$ cat src/rtl/cb_pkg.sv
// Connection block shared parameters and configuration field map.
package cb_pkg;

  localparam int W       = 4;
  localparam int NP      = 4;
  localparam int SELW    = 4;
  localparam int CFG_LEN = NP*W*SELW + NP + 1;

  localparam int SEL_BASE  = 0;
  localparam int MODE_BASE = 64;
  localparam int EN_BIT    = 68;

  function automatic int sel_off(input int p, input int b);
    return SEL_BASE + (p*W + b)*SELW;
  endfunction

endpackage

$ cat src/rtl/cb_out_port.sv
// One output pin group: four 16:1 muxes, enable gate and
// an optional output register.
module cb_out_port
  import cb_pkg::*;
(
  input  logic              clk,
  input  logic              rst,
  input  logic [NP*W-1:0]   bus,
  input  logic [W*SELW-1:0] sel,
  input  logic              en,
  input  logic              reg_mode,
  output logic [W-1:0]      out_p
);

  logic [W-1:0] r;
  logic [W-1:0] out_d;
  logic [W-1:0] out_q;

  always_comb begin
    r = '0;
    for (int b = 0; b < W; b++) begin
      if (en) r[b] = bus[sel[b*SELW +: SELW]];
    end
    out_d = r;
  end

  always_ff @(posedge clk) begin
    if (!rst) out_q <= '0;
    else      out_q <= out_d;
  end

  assign out_p = reg_mode ? out_q : r;

endmodule

$ cat src/rtl/connection_block.sv
// FPGA connection block: serial config chain plus four
// routed output ports.
module connection_block
  import cb_pkg::*;
(
  input  logic         clb_clk,
  input  logic         rst,
  input  logic         prog_in,
  input  logic         prog_en,
  output logic         prog_out,
  input  logic [W-1:0] in1,
  input  logic [W-1:0] in2,
  input  logic [W-1:0] in3,
  input  logic [W-1:0] in4,
  output logic [W-1:0] out1,
  output logic [W-1:0] out2,
  output logic [W-1:0] out3,
  output logic [W-1:0] out4
);

  logic [CFG_LEN-1:0] cfg_d;
  logic [CFG_LEN-1:0] cfg_q;
  logic [NP*W-1:0]    bus;
  logic [W-1:0]       out_w [NP];

  always_comb begin
    cfg_d = cfg_q;
    if (prog_en) cfg_d = {prog_in, cfg_q[CFG_LEN-1:1]};
  end

  // Config is live: the muxes read cfg_q directly, no shadow.
  always_ff @(posedge clb_clk) begin
    if (!rst) cfg_q <= '0;
    else      cfg_q <= cfg_d;
  end

  assign bus      = {in4, in3, in2, in1};
  assign prog_out = cfg_q[0];

  for (genvar p = 0; p < NP; p++) begin : g_port
    cb_out_port u_port (
      .clk      (clb_clk),
      .rst      (rst),
      .bus      (bus),
      .sel      (cfg_q[sel_off(p, 0) +: W*SELW]),
      .en       (cfg_q[EN_BIT]),
      .reg_mode (cfg_q[MODE_BASE+p]),
      .out_p    (out_w[p])
    );
  end

  assign out1 = out_w[0];
  assign out2 = out_w[1];
  assign out3 = out_w[2];
  assign out4 = out_w[3];

endmodule

$ cat config.mk
export PLATFORM = sky130hd
export DESIGN_NAME = connection_block
export DESIGN_NICKNAME = d
export VERILOG_FILES = /design/src/rtl/cb_pkg.sv /design/src/rtl/cb_out_port.sv /design/src/rtl/connection_block.sv
export SDC_FILE = /design/constraint.sdc
export NUM_CORES = 1
export LEC_CHECK = 0
export ABC_CLOCK_PERIOD_IN_PS = 2500
export BUFFER_PORTS_ARGS = -buffer_cell sky130_fd_sc_hd__buf_2
export CAP_MARGIN = 25
export CELL_PAD_IN_SITES_DETAIL_PLACEMENT = 2
export CELL_PAD_IN_SITES_GLOBAL_PLACEMENT = 2
export CORE_MARGIN = 4
export CORE_UTILIZATION = 44
export DETAILED_ROUTE_END_ITERATION = 7
export PLACE_DENSITY = 0.79
export SLEW_MARGIN = 0
export SYNTH_ARGS = -nofsm -noshare
export SYNTH_HDL_FRONTEND = slang
export SYNTH_HIERARCHICAL = 1
export SYNTH_SLANG_ARGS = --single-unit
export TNS_END_PERCENT = 10
$ cat constraint.sdc
create_clock -name clb_clk -period 2.5 [get_ports clb_clk]
set_input_delay 0.5 -clock clb_clk [delete_from_list [all_inputs] [get_ports clb_clk]]
set_output_delay 0.5 -clock clb_clk [all_outputs]
set_load 0.02 [all_outputs]
* After elaboration in Yosys (flattened, before gate mapping)
Index checks and enable logic that the tools add are counted. Widths: inputs -> output; s select.
Storage, ports and cells: register bits 85, input bits 20, output and inout bits 17, word-level logic and storage cells 73
Cells by class: order comparisons 16, mux-type cells 52
Operators with widths (number):
- $lt 4x5->1 const B | 16
- $bmux 1 s4 | 16
- $mux 1 | 32
- $mux 4 | 4

* Logic depth before layout (Yosys ltp)
word-level depth 4, gate-level depth with buffers 5, mapped depth without buffers 3

* Cells and area by module
The synthesis kept the hierarchy.
By module, submodules not included:
- cb_out_port | instances 4, cells each 33, area each 653.1 um^2, sequential area each 80.1 um^2
- connection_block | instances 1, cells each 222, area each 2606.2 um^2, sequential area each 1381.3 um^2

* Worst setup path before layout
OpenSTA, ideal clock, no wires.
path kind flip-flop to output port, start register cfg_q[2], end output port out1[0], data arrival time 1.720 ns, required time 2.000 ns, slack 0.280 ns, stages on the path, launching flop included 4, buffers on the path 0, cell sequence dfxtp_1 mux4_1 mux4_2 a22o_1
Between the ends: longest elaborated chain between the ends 4
Ends and longest elaborated chain:
- start: declaration | RTL line connection_block.sv:22 | logic [CFG_LEN-1:0] cfg_q;
- start signal: assignment | RTL line connection_block.sv:34 | else cfg_q <= cfg_d;
- $bmux 1 s4 | RTL line cb_out_port.sv:22 | if (en) r[b] = bus[sel[b*SELW +: SELW]];
- $mux 1 (not written as such) | RTL line cb_out_port.sv:22
- $mux 1 | RTL line cb_out_port.sv:22
- $mux 4 | RTL line cb_out_port.sv:32 | assign out_p = reg_mode ? out_q : r;
- end: declaration | RTL line connection_block.sv:15 | output logic [W-1:0] out1,
Every way passes these cells. The select of a mux whose other input is x is not followed.

* Worst setup path after layout
start register cfg_q[42], end output port out3[2]
Between the ends: longest elaborated chain between the ends 4
Ends and longest elaborated chain:
- $bmux 1 s4 | RTL line cb_out_port.sv:22
- $mux 1 (not written as such) | RTL line cb_out_port.sv:22
- $mux 1 | RTL line cb_out_port.sv:22
- $mux 4 | RTL line cb_out_port.sv:32
- end: declaration | RTL line connection_block.sv:17 | output logic [W-1:0] out3,
Every way passes these cells. The select of a mux whose other input is x is not followed.

==> metrics <==
status=complete, but fails checks; failing checks=negative setup slack; clock slew at the register clock pins of the worst setup and hold paths=0.06 ns; DRT antenna net count=0; fin worst setup slack=-0.1848 ns; Final GP Congestion=0.7259; Hold Vio Cnt, Final=0; unrepaired setup endpoints after global routing=yes; Layout Skew=0.002661 ns; sequential area share after synthesis=32.61%; Yosys top cell area share=32.61%; most common library cells after synthesis=dfxtp_1 (85), nor2b_1 (73), mux2i_1 (69); Worst setup SP type=flip-flop; Slew Viols, Final=0; clock sinks=85; first-pass GRT wire length=22,210 um; Residual DRC=0; Flop pwr share=45.7%; cells on worst reg2reg path=3; Clk pwr share=43.1%; hold_buf cts=0; Logic pwr share=11.2%; PwrDens=515.4 mW/mm^2; CTS tree=built; 1st-iter DRT viols=210; H-tree Lvls=3; #FFs+latches synth=85; Post-synth EDFFs=0; clock root cell=clkbuf_16; Max Fclk=372.5 MHz; DIE WIDTH=116.9 um; most common cell in the netlist=dfxtp_1; initial antenna violation count=0; max_slew headroom=53.59%; synthesized area per cell=14.74 sq um; Clock Tree Buf Depth=2; WL final=14,010 um; Hold WC Path Type=in2reg; crit end category=primary output; Worst Setup Path Type=reg2out; R2R Setup Slk=0.69 ns; area of the core=0.01152 sq mm; Final period util=107.4%; Detailed Routing Iterations Pass 1=4; via count=3,445; ys flop type=dfxtp_1; critical path peak fanout=6; VDD IR max=311.1 uV; largest net degree at the start of global routing=86; antenna cell count=0; # nets final=414; IO buf count=36; Reg2Reg Capture Point=g_port[2].u_port/out_q[2]; initial core utilization=45.32%; final core utilization=49.90%; Ys Warns=6; TritonCTS Buffers=9; GRT overflow=0; Clock Latency Late Sink=0.34 ns; Total Routing Usage GR=22.01%; worst r2r src=cfg_q[42]; WHS Endpoint=cfg_q[68]; hold wc startpoint=prog_in; crit path DAT=2.18 ns; Critical Path RT=2.00 ns; cell area after synthesis=0.005219 sq mm; total of max-cap violations=0; endpoints failing setup=16; Synth cell types=11; TNS Setup=-2.258 ns; Area Overhead vs Synth=10.12%; DIE AREA=0.01367 sq mm; Worst Tran Pin Value=0.6961 ns; cell accounting for the most synthesized area=dfxtp_1; fraction of layout cells with a size suffix above 1=32.91%; critical path launch point=cfg_q[42]; Cells after Synth=354; Synth area leaders=dfxtp_1 (33%), mux4_1 (30%), mux2i_1 (13%); row count=39; vias in the first global route=3,708; Die Span Y=116.9 um; I/O pin count=37; Final HPWL DP=8763 um; NetSw=712.8 uW; Min Clock Period, post-route=2.685 ns; Int Pwr=2.249 mW; hold path depth=3; Lkg Pwr=2.135 nW; DR vias/cell=6.368; DR WL/cell=25.89 um; Synth Net Count=374; Sw Share=24.07%; Async S/R FF share, synth=0%
[cells in the final DEF (no fill, tap or decap)]
cell       count
a22o_1        16
buf_2         35
buf_12         1
clkbuf_16      9
dfxtp_1       69
clkinv_2       1
mux4_2        58
clkbuf_1       2
nor2b_1       73
dfxtp_4       16
mux2i_1       69
and3_1        16
buf_4          8
clkbuf_8       3
mux4_1        22
[layout make-up]
class / instances / area, sq um
repair buffers: 44 / 255.2
well taps: 143 / 178.9
fillers: 1111 / 5769
multi-input cells: 254 / 3272
clock inverters: 1 / 5.005
flip-flops and latches: 85 / 1762
clock buffers: 14 / 274.0
[per-stage QoR]
stage          power [mW]  area (sq um)  hold slack, ns  instances  worst slack (ns)
4_1_cts             2.991          5822          0.4152        541           -0.2075
2_1_floorplan       1.600          5219          0.5133        354            0.2799
3_5_place_dp        1.722          5535          0.5463        524           -0.1639
5_1_grt             3.093          5747          0.4491        541           -0.2392
6_report            2.962          5747          0.4210        541           -0.1848
3_3_place_gp        1.711          5535          0.5345        524           -0.1223
[worst max path at each step]
| stage | endpoint | slack, ns | cells after the start |
|---|---|---|---|
| finish | out3[2] | -0.18 | 4 |
| global route | out2[2] | -0.24 | 4 |
| CTS | out2[2] | -0.21 | 4 |
| detailed placement | out3[2] | -0.16 | 5 |
| global placement | out2[0] | -0.12 | 5 |
| floorplan | out1[0] | 0.28 | 3 |
[cell families (layout without fill, tap and decap cells)]
| group | Yosys count | count (layout) | share of synthesized area [%] |
|---|---|---|---|
| compound gates | 16 | 16 | 2.685 |
| flops | 85 | 85 | 32.61 |
| mux | 149 | 149 | 52.07 |
| buf+inv | 15 | 59 | 1.966 |
| simple gates | 89 | 89 | 10.67 |
[routing by layer]
| metal | vias to the layer above | wire length, um | GRT usage [%] |
|---|---|---|---|
| met1 | 1770 | 5832 | 29.40 |
| met2 | 131 | 7007 | 36.33 |
| met5 | - | 0 | 0 |
| met3 | 22 | 847 | 3.548 |
| met4 | 0 | 321 | 8.180 |
| li1 | 1522 | - | - |
[what timing repair did]
item	CTS	global route
pin swaps	0	1
gates resized for setup	50	20
endpoints found under the setup margin	16	16
setup buffers	2	0
[state kept, by name (all words and copies together), names as in the netlist]
name	flops
g_port.u_port/out_q	16
cfg_q	69
[power groups by stage]
stage	Clock [mW]	Combinational (mW)	Sequential, mW
3_3_place_gp	0	0.312	1.40
2_1_floorplan	0	0.203	1.40
4_1_cts	1.31	0.330	1.35
6_report	1.28	0.332	1.35
3_5_place_dp	0	0.322	1.40
5_1_grt	1.39	0.352	1.35
[critical path, stage by stage (launching register included)]
cell     delay [ns]
dfxtp_4        0.39
mux4_1         0.56
mux4_2         0.53
a22o_1         0.20
buf_2          0.15
Note: power is estimated with default switching activity, not from simulation.
